[src/rtl/mem_access_unit_pkg.sv]
// Shared definitions for the MEM-stage access unit.
// Contains the access-size encodings, the FSM state encodings and the lane widths.
package mem_access_unit_pkg;
    localparam int DATA_W = 32;
    localparam int BYTE_W = 8;
    localparam int HALF_W = 16;

    typedef enum logic [1:0] {
        SZ_BYTE = 2'b00,
        SZ_HALF = 2'b01,
        SZ_WORD = 2'b10
    } size_e;

    typedef enum logic [2:0] {
        IDLE,
        LD_RD,
        LD_CAP,
        ST_WR,
        RMW_RD,
        RMW_MRG,
        RMW_WR,
        RESP
    } state_e;

    // Encoding 2'b11 is not a real size; it behaves as a word access.
    function automatic size_e norm_size(input logic [1:0] raw);
        return (raw == 2'b11) ? SZ_WORD : size_e'(raw);
    endfunction
endpackage

[src/rtl/mem_access_unit_lane_align.sv]
// Combinational little-endian lane logic for the MEM-stage access unit.
// Extracts and extends load lanes, and merges sub-word store data into a RAM word.
module mem_lane_align
    import mem_access_unit_pkg::*;
(
    input  size_e             size_i,
    input  logic [1:0]        addr_lo_i,
    input  logic              unsigned_i,
    input  logic [DATA_W-1:0] rdata_i,
    input  logic [DATA_W-1:0] wdata_i,
    output logic [DATA_W-1:0] load_data_o,
    output logic [DATA_W-1:0] merge_data_o
);
    logic [BYTE_W-1:0] byte_lane;
    logic [HALF_W-1:0] half_lane;

    assign byte_lane = rdata_i[{addr_lo_i, 3'b000} +: BYTE_W];
    assign half_lane = rdata_i[{addr_lo_i[1], 4'b0000} +: HALF_W];

    // NOTE: every output is given a default before the case, so no path can infer a latch.
    always_comb begin
        load_data_o  = rdata_i;
        merge_data_o = wdata_i;
        case (size_i)
            SZ_BYTE: begin
                load_data_o  = {{(DATA_W-BYTE_W){byte_lane[BYTE_W-1] & ~unsigned_i}}, byte_lane};
                merge_data_o = rdata_i;
                merge_data_o[{addr_lo_i, 3'b000} +: BYTE_W] = wdata_i[BYTE_W-1:0];
            end
            SZ_HALF: begin
                load_data_o  = {{(DATA_W-HALF_W){half_lane[HALF_W-1] & ~unsigned_i}}, half_lane};
                merge_data_o = rdata_i;
                merge_data_o[{addr_lo_i[1], 4'b0000} +: HALF_W] = wdata_i[HALF_W-1:0];
            end
            default: ;
        endcase
    end
endmodule

[src/rtl/mem_access_unit.sv]
// MEM-stage requester: turns load/store requests into RAM strobes, with read-modify-write for sub-word stores.
// Optional feature macro MEM_ACCESS_MISALIGN_CHECK_EN: flag misaligned half/word accesses instead of force-aligning.
module mem_access_unit
    import mem_access_unit_pkg::*;
#(
    parameter int B = 32,
    parameter int W = 5
) (
    input  logic         i_clk,
    input  logic         i_reset_n,
    input  logic         i_req_valid,
    output logic         o_req_ready,
    input  logic         i_req_write,
    input  logic [1:0]   i_req_size,
    input  logic         i_req_unsigned,
    input  logic [B-1:0] i_req_addr,
    input  logic [B-1:0] i_req_wdata,
    output logic         o_rsp_valid,
    output logic [B-1:0] o_rsp_rdata,
    output logic         o_rsp_misalign,
    output logic         o_busy,
    output logic         o_mem_read,
    output logic         o_mem_write,
    output logic [W-1:0] o_mem_addr,
    output logic [B-1:0] o_mem_wdata,
    input  logic [B-1:0] i_mem_rdata
);
    state_e       state_q, state_d;
    size_e        req_size, size_q;
    logic [W+1:0] req_addr, addr_q;
    logic         unsigned_q;
    logic [B-1:0] wdata_q, merge_q, rsp_rdata_q;
    logic [B-1:0] load_data, merge_data;
    logic         accept, req_misalign;
    logic         unused_addr_hi;

    assign unused_addr_hi = ^i_req_addr[B-1:W+2];
    assign req_size       = norm_size(i_req_size);
    assign accept         = i_req_valid && (state_q == IDLE);

`ifdef MEM_ACCESS_MISALIGN_CHECK_EN
    logic misalign_q;

    assign req_misalign = ((req_size == SZ_HALF) && i_req_addr[0]) ||
                          ((req_size == SZ_WORD) && (i_req_addr[1:0] != 2'b00));
    assign req_addr     = i_req_addr[W+1:0];

    always_ff @(posedge i_clk) begin
        if (!i_reset_n)  misalign_q <= 1'b0;
        else if (accept) misalign_q <= req_misalign;
    end

    assign o_rsp_misalign = (state_q == RESP) && misalign_q;
`else
    // Without the check, address bits below the access size are dropped.
    assign req_misalign = 1'b0;

    always_comb begin
        req_addr = i_req_addr[W+1:0];
        if (req_size == SZ_HALF)      req_addr[0]   = 1'b0;
        else if (req_size == SZ_WORD) req_addr[1:0] = 2'b00;
    end

    assign o_rsp_misalign = 1'b0;
`endif

    // NOTE: sequential state uses non-blocking assignments so all flops sample pre-edge values.
    always_ff @(posedge i_clk) begin
        if (!i_reset_n) state_q <= IDLE;
        else            state_q <= state_d;
    end

    always_comb begin
        state_d = state_q;
        case (state_q)
            IDLE: begin
                if (i_req_valid) begin
                    if (req_misalign)             state_d = RESP;
                    else if (!i_req_write)        state_d = LD_RD;
                    else if (req_size == SZ_WORD) state_d = ST_WR;
                    else                          state_d = RMW_RD;
                end
            end
            LD_RD:   state_d = LD_CAP;
            LD_CAP:  state_d = RESP;
            ST_WR:   state_d = RESP;
            RMW_RD:  state_d = RMW_MRG;
            RMW_MRG: state_d = RMW_WR;
            RMW_WR:  state_d = RESP;
            RESP:    state_d = IDLE;
            default: state_d = IDLE;
        endcase
    end

    always_comb begin
        o_req_ready = (state_q == IDLE);
        o_busy      = (state_q != IDLE);
        o_rsp_valid = (state_q == RESP);
        o_mem_read  = (state_q == LD_RD) || (state_q == RMW_RD);
        o_mem_write = (state_q == ST_WR) || (state_q == RMW_WR);
        o_mem_wdata = '0;
        if (state_q == ST_WR)       o_mem_wdata = wdata_q;
        else if (state_q == RMW_WR) o_mem_wdata = merge_q;
    end

    assign o_mem_addr  = addr_q[W+1:2];
    assign o_rsp_rdata = rsp_rdata_q;

    // Response data is cleared on accept so stores and flagged accesses answer with zero.
    always_ff @(posedge i_clk) begin
        if (!i_reset_n) begin
            addr_q      <= '0;
            size_q      <= SZ_BYTE;
            unsigned_q  <= 1'b0;
            wdata_q     <= '0;
            merge_q     <= '0;
            rsp_rdata_q <= '0;
        end else begin
            if (accept) begin
                addr_q      <= req_addr;
                size_q      <= req_size;
                unsigned_q  <= i_req_unsigned;
                wdata_q     <= i_req_wdata;
                rsp_rdata_q <= '0;
            end
            if (state_q == LD_CAP)  rsp_rdata_q <= load_data;
            if (state_q == RMW_MRG) merge_q     <= merge_data;
        end
    end

    mem_lane_align u_lane_align (
        .size_i       (size_q),
        .addr_lo_i    (addr_q[1:0]),
        .unsigned_i   (unsigned_q),
        .rdata_i      (i_mem_rdata),
        .wdata_i      (wdata_q),
        .load_data_o  (load_data),
        .merge_data_o (merge_data)
    );
endmodule

[config.mk]
export PLATFORM = sky130hd
export DESIGN_NAME = mem_access_unit
export DESIGN_NICKNAME = d
export VERILOG_FILES = /design/src/rtl/mem_access_unit_pkg.sv /design/src/rtl/mem_access_unit_lane_align.sv /design/src/rtl/mem_access_unit.sv
export SDC_FILE = /design/constraint.sdc
export NUM_CORES = 1
export LEC_CHECK = 0
export ABC_AREA = 1
export BUFFER_PORTS_ARGS = -buffer_cell sky130_fd_sc_hd__buf_2
export CORE_ASPECT_RATIO = 1.1
export CORE_UTILIZATION = 47
export CTS_CLUSTER_DIAMETER = 60
export DETAILED_ROUTE_END_ITERATION = 10
export PLACE_DENSITY_LB_ADDON = 0.15
export REMOVE_ABC_BUFFERS = 1
export SKIP_CTS_REPAIR_TIMING = 1
export SLEW_MARGIN = 10
export SYNTH_ARGS = -nofsm -noshare
export SYNTH_HDL_FRONTEND = slang
export SYNTH_SLANG_ARGS = --single-unit
[constraint.sdc]
create_clock -name i_clk -period 2 [get_ports i_clk]
set_input_delay 0.2 -clock i_clk [delete_from_list [all_inputs] [get_ports i_clk]]
set_output_delay 0.2 -clock i_clk [all_outputs]
set_load 0.02 [all_outputs]
==> flow_metrics.tcl <==
set metrics [dict create \
    outcome "finished, final reports clean" \
    path_clk_slew_ns 0.07 \
    dr.pass1.iters 4 \
    wl_per_cell_um 15.7 \
    grt_pass1_wl_um 29200 \
    power.density_mw_per_mm2 972 \
    worst_hold_slack_ns 0.0953 \
    crit_fanout 33 \
    antenna_cells 0 \
    wl_um 18500 \
    antenna_found_initial 0 \
    numCtsBuffers 9 \
    vias_per_cell 5.46 \
    slowest_delay_ns 0.52 \
    final_cells 1174 \
    clockBufferDepth 2 \
    ys_seq_elements 109 \
    holdPathStages 3 \
    initialDrtViolationCount 532 \
    regToRegEndpoint "o_rsp_rdata[9]" \
    finalWorstSetupSlack_ns 0.113 \
    post-route-drc-count 0 \
    final_cell_mix "a21oi_1 (175), nand2_1 (170), buf_2 (151), dfxtp_1 (109), inv_1 (106)" \
    cts_max_level 3 \
    place_ws_ns 0.181 \
    antenna_left 0 \
    start_kind "register" \
    numPlacedInstances 1158 \
    track_usage 0.287 \
    r2r_slack_ns 0.16 \
    dieArea_mm2 0.0131 \
    cp_slowest_cell "dfxtp_1" \
    cts_root_buf "clkbuf_16" \
    ys_warn_count 0 \
    syn_area_per_cell_um2 6.62 \
    crit_buf_inv 2 \
    hp-class "input pin to register" \
    synthCells 899 \
    slew-limit-headroom 0.559 \
    fin_skew_ns 0.00670 \
    dp_hpwl_um 12800 \
    final_core_util 0.586 \
    p_leak_nw 3.16 \
    top_level_ports 178 \
    gp_congestion 0.887 \
    r2r_cells 8 \
    cap_violations 0 \
    cp.arrival_ns 1.69 \
    grt_pass1_vias 5771 \
    nNetsFinal 1124 \
    cts_tree "built" \
    placed_cell_area_mm2 0.00679 \
    path_class "register to primary output" \
    hold_viol 0 \
    layout-drive-gt1-share 0.210 \
    clock_sinks 109 \
    worst_pin_slew_ns 0.661 \
    final_max_slew_viol_count 0 \
    die_h_um 120 \
    critPathTopFamily "flip-flops" \
    clock.fmax_mhz 530 \
    synth_area_mm2 0.00595 \
    final_common_cell "a21oi_1" \
    min_to "addr_q[2]" \
    stdcell_area_mm2 0.00714 \
    worstSetupPathDepth 4 \
    synthToLayoutAreaGrowth_pct 20.0 \
    synth_seq_area_share 0.367 \
    dieWidth_um 109 \
    fin_crit_sh 0.943 \
    peakVddDrop_v 0.000477 \
    critPathRequiredTime_ns 1.80 \
    crit_path_cell_trace "nand3_1 -> buf_12 -> o22ai_1 -> buf_2" \
    rsz0062_at_grt "false" \
    rows 42 \
    fin_crit_ns 1.89 \
    initial_core_util 0.488 \
    min_from "i_req_addr[2]" \
    r2r-start "state_q[2]" \
    vias 6412 \
    worstSetupEndpointType "primary output" \
    setup_viol_count_final 0 \
    synth_cell_type_count 36 \
    grt_max_degree 73 \
    coreArea_mm2 0.0122 \
    io_buffer_count 151 \
    clock_latency_ns 0.35 \
    overflow 0 \
]
[flip-flops by register name (all words and copies together) (netlist names)]
signal       cells
merge_q         32
o_rsp_rdata     32
wdata_q         32
addr_q           7
state_q          3
size_q           2
unsigned_q       1
[logic make-up (layout without fill, tap and decap cells)]
| group | after synthesis | after routing | synth area share |
|---|---|---|---|
| compound gates | 349 | 349 | 0.314 |
| simple gates | 253 | 254 | 0.182 |
| buf+inv | 182 | 302 | 0.126 |
| flops | 109 | 109 | 0.367 |
| fa+ha+maj | 5 | 5 | 0.0105 |
| other cells | 1 | 1 | 0.000630 |
[report_power, final]
| group | switching [mW] | internal, mW | total [mW] | leakage, nW |
|---|---|---|---|---|
| registers | 0.186 | 2.45 | 2.64 | 0.889 |
| logic | 1.53 | 0.692 | 2.22 | 2.10 |
| clock network | 0.799 | 1.28 | 2.08 | 0.172 |
[metal layers]
layer / GRT usage / wire (um) / vias to the layer above
met5: 0 / 0 / -
met4: 0.120 / 544 / 0
met3: 0.0364 / 1050 / 38
met2: 0.448 / 8440 / 240
met1: 0.395 / 8420 / 2897
li1: - / - / 3237
[metrics by stage]
step / total power, mW / TNS (ns)
2_1_floorplan: 4.08 / -3.44
3_3_place_gp: 4.85 / 0
3_5_place_dp: 4.87 / 0
4_1_cts: 6.93 / 0
5_1_grt: 7.34 / 0
6_report: 6.95 / 0
[Yosys cell counts, drive strengths merged]
master,n,area [um2]
inv,118,443
nand4,1,21.3
o2111ai,8,70.1
a21oi,175,876
buf,27,168
a22oi,1,7.51
nand3,25,130
o21ai,121,628
a211oi,1,7.51
nor3,3,26.3
nand3b,1,7.51
nor2,48,215
nand2,174,673
dfxtp,109,2180
o22ai,32,200
clkbuf,37,140
a21o,1,7.51
o31ai,1,7.51
conb,1,3.75
nor3b,1,7.51
o211ai,9,67.6
ha,5,62.6
[tightest hold or removal path, cell delays in order]
cell     delay, ns
buf_2         0.10
nand2_1       0.05
a21oi_1       0.05
[how the worst max path moves through the flow]
stage | startpoint | endpoint | slack (ns)
after floorplan | addr_q[1] | merge_q[0] | -0.17
after global placement | state_q[2] | o_rsp_rdata[4] | 0.23
after detailed placement | state_q[2] | o_rsp_rdata[19] | 0.18
after CTS | state_q[0] | o_mem_wdata[7] | 0.1
after global routing | state_q[2] | o_rsp_rdata[30] | 0.007
final | state_q[0] | o_mem_wdata[7] | 0.11
[layout make-up]
type / instances / area (um2)
tap: 154 / 193
clock inverter: 4 / 95.1
sequential: 109 / 2180
clock buffer: 11 / 253
timing repair buffer: 169 / 953
multi-input combinational: 609 / 3030
inverter: 118 / 443
fill: 1249 / 5050
(Power assumes the default switching activity.)
